<file path="src/rtl/fp_flag_pkg.sv">
// Shared definitions for the FP exception-flag collector: flag bit positions,
// host register addresses and the RUN/TRAP state type.
package fp_flag_pkg;

  localparam int FLAG_W = 5;

  localparam int FLG_OF = 4;
  localparam int FLG_UF = 3;
  localparam int FLG_DZ = 2;
  localparam int FLG_NV = 1;
  localparam int FLG_NX = 0;

  localparam logic [3:0] ADDR_STATUS      = 4'd0;
  localparam logic [3:0] ADDR_ENABLE      = 4'd1;
  localparam logic [3:0] ADDR_LAST_RESULT = 4'd2;
  localparam logic [3:0] ADDR_CNT         = 4'd3;
  localparam logic [3:0] ADDR_FCNT0       = 4'd4;

  typedef enum logic {
    ST_RUN  = 1'b0,
    ST_TRAP = 1'b1
  } state_e;

endpackage

</file>
<file path="src/rtl/fp_sat_counter.sv">
// Saturating up-counter with synchronous clear; clear beats increment.
module fp_sat_counter #(
  parameter int W = 16
) (
  input  logic         clk,
  input  logic         rst,
  input  logic         inc,
  input  logic         clr,
  output logic [W-1:0] count
);

  logic [W-1:0] count_q, count_d;

  always_comb begin
    count_d = count_q;
    if (clr) begin
      count_d = '0;
    end else if (inc && (count_q != '1)) begin
      count_d = count_q + W'(1);
    end
  end

  always_ff @(posedge clk) begin
    if (rst) begin
      count_q <= '0;
    end else begin
      count_q <= count_d;
    end
  end

  assign count = count_q;

endmodule

</file>
<file path="src/rtl/fp_flag_collector.sv">
// Sink of the FP exception-flag stream: sticky status, last result, trap/stall
// and a host register port. Define FP_FLAG_COUNTERS_EN to add per-flag counters.
module fp_flag_collector
  import fp_flag_pkg::*;
#(
  parameter int CNT_W = 16
) (
  input  logic              clk,
  input  logic              rst,
  input  logic              in_valid,
  output logic              in_ready,
  input  logic [FLAG_W-1:0] in_flags,
  input  logic [31:0]       in_result,
  input  logic              csr_wr,
  input  logic              csr_rd,
  input  logic [3:0]        csr_addr,
  input  logic [31:0]       csr_wdata,
  output logic [31:0]       csr_rdata,
  output logic              csr_rvalid,
  output logic              irq
);

  state_e            state_q, state_d;
  logic              in_ready_q, in_ready_d;
  logic              irq_q, irq_d;
  logic [FLAG_W-1:0] status_q, status_d;
  logic [FLAG_W-1:0] enable_q, enable_d;
  logic [FLAG_W-1:0] last_flags_q, last_flags_d;
  logic [31:0]       last_result_q, last_result_d;
  logic [31:0]       rdata_q, rdata_d;
  logic              rvalid_q, rvalid_d;
  logic [31:0]       rd_word;
  logic [CNT_W-1:0]  cnt;
  logic              xfer;
  logic              unused_wdata;

  assign xfer         = in_valid & in_ready_q;
  assign unused_wdata = ^csr_wdata[31:FLAG_W];

  fp_sat_counter #(.W(CNT_W)) u_cnt (
    .clk   (clk),
    .rst   (rst),
    .inc   (xfer & (|in_flags)),
    .clr   (csr_wr && (csr_addr == ADDR_CNT)),
    .count (cnt)
  );

`ifdef FP_FLAG_COUNTERS_EN
  logic [CNT_W-1:0] fcnt [FLAG_W];

  for (genvar gi = 0; gi < FLAG_W; gi++) begin : g_fcnt
    fp_sat_counter #(.W(CNT_W)) u_fcnt (
      .clk   (clk),
      .rst   (rst),
      .inc   (xfer & in_flags[gi]),
      .clr   (csr_wr && (csr_addr == (ADDR_FCNT0 + 4'(gi)))),
      .count (fcnt[gi])
    );
  end
`endif

  always_comb begin
    state_d = state_q;
    case (state_q)
      ST_RUN:  if (xfer && (|(in_flags & enable_q))) state_d = ST_TRAP;
      ST_TRAP: if (!(|(status_q & enable_q)))        state_d = ST_RUN;
      default: state_d = ST_RUN;
    endcase
    in_ready_d = (state_d == ST_RUN);
    irq_d      = (state_d == ST_TRAP);
  end

  // Clear-then-set ordering makes a concurrent flag set win over write-1-clear.
  always_comb begin
    status_d      = status_q;
    enable_d      = enable_q;
    last_flags_d  = last_flags_q;
    last_result_d = last_result_q;
    if (csr_wr && (csr_addr == ADDR_STATUS)) status_d = status_q & ~csr_wdata[FLAG_W-1:0];
    if (csr_wr && (csr_addr == ADDR_ENABLE)) enable_d = csr_wdata[FLAG_W-1:0];
    if (xfer) begin
      status_d      = status_d | in_flags;
      last_flags_d  = in_flags;
      last_result_d = in_result;
    end
  end

  always_comb begin
    rd_word = '0;
    case (csr_addr)
      ADDR_STATUS:      rd_word[FLAG_W-1:0] = status_q;
      ADDR_ENABLE:      rd_word[FLAG_W-1:0] = enable_q;
      ADDR_LAST_RESULT: rd_word = last_result_q;
      ADDR_CNT: begin
        rd_word[CNT_W-1:0] = cnt;
        rd_word[20:16]     = last_flags_q;
      end
      default: begin
`ifdef FP_FLAG_COUNTERS_EN
        for (int i = 0; i < FLAG_W; i++) begin
          if (csr_addr == (ADDR_FCNT0 + 4'(i))) rd_word[CNT_W-1:0] = fcnt[i];
        end
`endif
      end
    endcase
    rdata_d  = csr_rd ? rd_word : rdata_q;
    rvalid_d = csr_rd;
  end

  always_ff @(posedge clk) begin
    if (rst) begin
      state_q       <= ST_RUN;
      in_ready_q    <= 1'b0;
      irq_q         <= 1'b0;
      status_q      <= '0;
      enable_q      <= '0;
      last_flags_q  <= '0;
      last_result_q <= '0;
      rdata_q       <= '0;
      rvalid_q      <= 1'b0;
    end else begin
      state_q       <= state_d;
      in_ready_q    <= in_ready_d;
      irq_q         <= irq_d;
      status_q      <= status_d;
      enable_q      <= enable_d;
      last_flags_q  <= last_flags_d;
      last_result_q <= last_result_d;
      rdata_q       <= rdata_d;
      rvalid_q      <= rvalid_d;
    end
  end

  assign in_ready   = in_ready_q;
  assign irq        = irq_q;
  assign csr_rdata  = rdata_q;
  assign csr_rvalid = rvalid_q;

endmodule

</file>
<file path="config.mk">
export PLATFORM = sky130hd
export DESIGN_NAME = fp_flag_collector
export DESIGN_NICKNAME = d
export VERILOG_FILES = /design/src/rtl/fp_flag_pkg.sv /design/src/rtl/fp_sat_counter.sv /design/src/rtl/fp_flag_collector.sv
export SDC_FILE = /design/constraint.sdc
export NUM_CORES = 1
export LEC_CHECK = 0
export ABC_AREA = 1
export CORE_AREA = 2 2 101 103
export CTS_BUF_LIST = sky130_fd_sc_hd__clkbuf_4 sky130_fd_sc_hd__clkbuf_8 sky130_fd_sc_hd__clkbuf_16
export DETAILED_ROUTE_END_ITERATION = 6
export DIE_AREA = 0 0 103 105
export HOLD_SLACK_MARGIN = 0.03
export PLACE_DENSITY_LB_ADDON = 0.2
export SETUP_SLACK_MARGIN = 0.3
export SLEW_MARGIN = 20
export SYNTH_ARGS = -nofsm -noshare
export SYNTH_HDL_FRONTEND = slang
export SYNTH_SLANG_ARGS = --single-unit
export TNS_END_PERCENT = 5
</file>
<file path="constraint.sdc">
create_clock -name clk -period 1.9 [get_ports clk]
set_input_delay 0.19 -clock clk [delete_from_list [all_inputs] [get_ports clk]]
set_output_delay 0.19 -clock clk [all_outputs]
set_load 0.01 [all_outputs]
</file>
Yosys cells after proc, flatten, opt, wreduce, memory -nomap -nowiden --
Index checks and enable logic that the tools add are counted.
Cells by class: equal/unequal tests 4, add/subtract/negate cells 1, reductions and logical operators 10, multiplexer cells 8, bitwise gates (word level) 9
Operator list (count):
- $pmux 16 s2 | 1
- $pmux 5 s4 | 1
- $add 16x1->16 const B | 1
- $ne 16x16->1 const B | 1
- $and 5x5->5 | 3
- $reduce_or 5->1 | 3
- $mux 11 | 1
- $mux 5 | 2
- $eq 4x2->1 const B | 2
- $logic_and 1x1->1 | 5
- $not 5->5 | 1
- $or 5x5->5 | 1
- $eq 4x1->1 const B | 1
- $logic_not 4->1 | 1
- $and 1x1->1 | 2
- $mux 1 | 2
- $not 1->1 | 2
- $pmux 1 s2 | 1
- $reduce_or 2->1 | 1
Storage, ports and cells: flip-flop bits (word level) 98, input port bits 78, word-level logic and storage cells 41, output and inout port bits 35

Logic depth before layout (Yosys ltp) --
word-level depth 6, mapped depth 10, depth with buffers taken out 10

Hierarchy --
Synthesis repeated with hierarchy kept, for this count alone.
Unflattened totals: cells, all modules 632, area total of the unflattened synthesis 4485.6 um^2
By module, submodules not included:
- fp_flag_collector | cells an instance 476, seq. area each 1641.6 um^2, instances 1, area each 3480.8 um^2
- fp_sat_counter | cells an instance 156, seq. area each 320.3 um^2, instances 1, area each 1004.7 um^2

Least setup slack after synthesis --
No wires, ideal clock.
path type flip-flop to flip-flop, from register u_cnt.count_q[0] (netlist: u_cnt.count[0]), to register u_cnt.count_q[11] (netlist: u_cnt.count[11]), stages on the path, launching flop included 10, setup time 115 ps, buffers on the path 1, path slack 473 ps, arrival time 1312 ps, clock period less this slack 1427 ps, required time 1785 ps, cell sequence dfxtp_1 > ha_1 > nand2_2 > nor2_4 > nand2_4 > clkinv_2 > nand2_4 > buf_6 > a21oi_1 > nor2_1
On the way: longest elaborated chain between the ends 2, elaborated cells between the ends (all ways) 3, those cells by class 1 x add/sub; 1 x eq/ne; 1 x reduce/logical
Ends and longest elaborated chain:
- start, declared | RTL line fp_sat_counter.sv:12 | logic [W-1:0] count_q, count_d;
- start signal, assigned | RTL line fp_sat_counter.sv:27 | count_q <= count_d;
- parallel branches: the longest is 2 deep, another holds $add 16x1->16
Several ways; the timed one is not identified. A chain may end at the register's enable or synchronous reset.

Final worst setup path --
from register u_cnt.count_q[0] (netlist: u_cnt.count[0]), to register u_cnt.count_q[1] (netlist: u_cnt.count[1])
The elaborated chain is that of the path after synthesis.

==> flow_summary.yaml <==
synthesis:
  ys_seq_area_share_pct: 45.9
  synth-seq-cells: 98
  synth_top_family_by_area: "simple AND/OR/NAND/NOR gates"
  synth_top_cell_by_area: "dfxtp_1"
  synth_compound_area_share_pct: 20.0
  synth_edf_count: 0
  synth_area_sq_um: 4280
  postSynth.topFlopCell: "dfxtp_1"
  synth_xor_area_share_pct: 0.819
  synthSimpleGateAreaFrac_pct: 23.2
  netlist.area_leader.share_pct: 45.9
  synthTopCellsByArea: "dfxtp_1, nand2_1, o21ai_0"
  synthMuxAreaShare_pct: 0
  yosys_warnings: 0
  synth_cells: 597
  synth_commonest_cells: "nand2_1, dfxtp_1, o21ai_0"
  synthAdderAreaFrac_pct: 0.293
  syn_avg_cell_area_sq_um: 7.16
  synthArstFlopShare_pct: 0
  yosysMostFrequentCell: "nand2_1"
  yosysUniqueCellTypes: 29
  syn_nets: 676
placed_design:
  detailed_place_hpwl_mm: 7.57
  place.gp.congestion: 0.881
  dp_slack_ns: 0.138
  io_buffers: 85
  placed_area_sq_um: 5280
final_layout:
  area_growth_pct: 30.2
  final_layout_size_suffix_gt1_share_pct: 8.32
  antenna-diode-count: 0
  fillers: 972
  nets: 759
  design_area_sq_um: 5570
power:
  power.total_w: 0.00414
  combPwrFrac_pct: 11.9
  p_sw_w: 0.00110
  sw_frac_of_total_pct: 26.5
  p_leak_nw: 2.18
  power_frac_seq_pct: 53.1
  p_int_w: 0.00304
  pwr-share-clk_pct: 35.0
  ir_drop_mv: 0.434
  power_density_nw_per_um2: 744
floorplan:
  dieHeight_microns: 105
  num_io_pins: 113
  row_count: 36
  design.die.area_sq_um: 10800
  design.core.area_sq_um: 9640
  start_util_pct: 44.4
  die-width_microns: 103
route:
  drc_errors: 0
  routed_wl_mm: 10.7
  vias: 4089
  wl_per_cell_microns: 13.1
  ant_nets: 0
  drt-initial-drc-count: 157
  firstDrtPassIters: 5
  drt-vias-per-instance: 5.00
timing:
  rsz0062_at_grt: "true"
  period_minus_slack_ns: 1.47
  worst_slew_pin_slew_ns: 0.502
  setup_tns_ns: 0
  maxSlewHeadroom_pct: 66.5
  fmax_ghz: 0.679
  drv_slew: 0
  fin_crit_sh_pct: 77.5
  hold_viol: 0
  fin_worst_skew_ns: 0.0122
  setup_viol: 0
  timing.hold.ws_ns: 0.315
  setup_slack_ns: 0.428
global_route:
  grt_pass1_vias: 3755
  overflow: 0
  grt.total_usage_pct: 19.9
  grt_max_degree: 63
  antenna_found_initial: 0
  grt_first_pass_wirelength_mm: 17.3
job:
  cap_violations: 0
clock_network:
  numCtsBuffers: 9
  cts-htree-levels: 3
  clk_latency_ns: 0.37
  cts_buffer_depth: 2
  cts_sinks: 98
  root_buffer: "clkbuf_8"
  path_clk_slew_ns: 0.11
  cts_tree: "done"
outcome:
  status: "finished clean"
critical_path:
  cp-start-kind: "flip-flop"
  arrival_ns: 1.74
  worst_r2r_path_depth: 10
  worstSetupPathType: "flip-flop to flip-flop"
  crit_path_end_kind: "flip-flop"
  crit_required_ns: 2.17
  critPathMaxFanout: 9
min_path:
  worst_hold_path_type: "input pin to flip-flop"
  hold-path-cell-count: 2
## sequential cells by signal, indices dropped and copies added, names as in the netlist
| name | flops |
|---|---|
| last_flags_q | 5 |
| in_ready | 1 |
| last_result_q | 32 |
| csr_rvalid | 1 |
| irq | 1 |
| csr_rdata | 32 |
| status_q | 5 |
| enable_q | 5 |
| u_cnt.count | 16 |
## critical path: stages, from the launching register on
cell,delay (ns)
dfxtp_4,0.40
ha_4,0.16
nand2_2,0.07
nor2_4,0.16
nand2_4,0.09
clkinv_2,0.11
nand2_8,0.10
nand2_8,0.10
inv_4,0.05
nor2_1,0.09
nor2_1,0.05
## metal layers
metal  GRT usage, %  share of wire (%)
met5              0                  0
met4           6.39                1.9
met3           3.21                5.2
met2           33.5                 48
met1           25.6                 44
## logic make-up (layout without fill, tap and decap cells)
family / Yosys count / in the layout
compound gates: 158 / 158
simple gates: 230 / 231
fa+ha+maj: 1 / 1
xor+xnor: 4 / 4
flops: 98 / 98
buf+inv: 106 / 193
## area by class of cell
cell class / instances / area, sq um / share of cell area [%]
clock inverter: 7 / 95.1 / 1.71
clock buffer: 9 / 124 / 2.23
inverter: 77 / 293 / 5.26
tap: 133 / 166 / 2.99
multi-input combinational: 394 / 1930 / 34.8
sequential: 98 / 1970 / 35.4
timing repair buffer: 100 / 983 / 17.7
## worst paths after layout
path / slack [ns] / start / to
worst max-delay path: 0.43 / u_cnt.count[0]$_SDFFE_PP0P_ / u_cnt.count[1]$_SDFFE_PP0P_
worst min-delay path: 0.31 / csr_rd / csr_rdata[21]$_SDFFE_PP0P_
worst max register to register: 0.43 / u_cnt.count[0]$_SDFFE_PP0P_ / u_cnt.count[1]$_SDFFE_PP0P_
worst min register to register: 0.45 / last_result_q[21]$_SDFFE_PP0P_ / csr_rdata[21]$_SDFFE_PP0P_
## cells in the final DEF, fill, tap and decap left out, types with 2 or more instances in the layout
cell	instances
nand2_2	6
inv_1	72
nand3_1	27
o21ai_1	2
nor2_4	4
clkdlybuf4s50_1	84
xor2_1	4
inv_6	2
nand4_1	5
inv_8	2
nand2_4	2
dfxtp_4	2
a21oi_1	61
o22ai_1	2
buf_4	13
o221ai_1	15
nand2_1	104
inv_2	2
dfxtp_1	96
nand2_8	2
clkbuf_8	9
nor2_1	76
o21ai_0	77
buf_12	2
nor2_2	2
## through the flow
step	util, %	instances
2_1_floorplan	-	597
3_3_place_gp	54.8	799
3_5_place_dp	54.8	799
4_1_cts	57.1	815
5_1_grt	57.7	818
6_report	57.7	818
## power groups by stage
| stage | Sequential [W] | Combinational (W) | Clock (W) |
|---|---|---|---|
| floorplan | 0.00225 | 0.000227 | 0 |
| global placement | 0.00224 | 0.000481 | 0 |
| detailed placement | 0.00225 | 0.000489 | 0 |
| CTS | 0.00220 | 0.000492 | 0.00148 |
| global route | 0.00221 | 0.000548 | 0.00157 |
| finish | 0.00220 | 0.000492 | 0.00145 |
## timing repair
action / 4_1_cts / 5_1_grt
setup endpoints to repair: 7 / 9
cloned: 0 / 1
hold buffers: 0 / 0
buffers inserted: 0 / 2
gates resized for setup: 3 / 6
endpoints found under the hold margin: 0 / 0
pin swaps: 0 / 2
(Power assumes the default switching activity.)
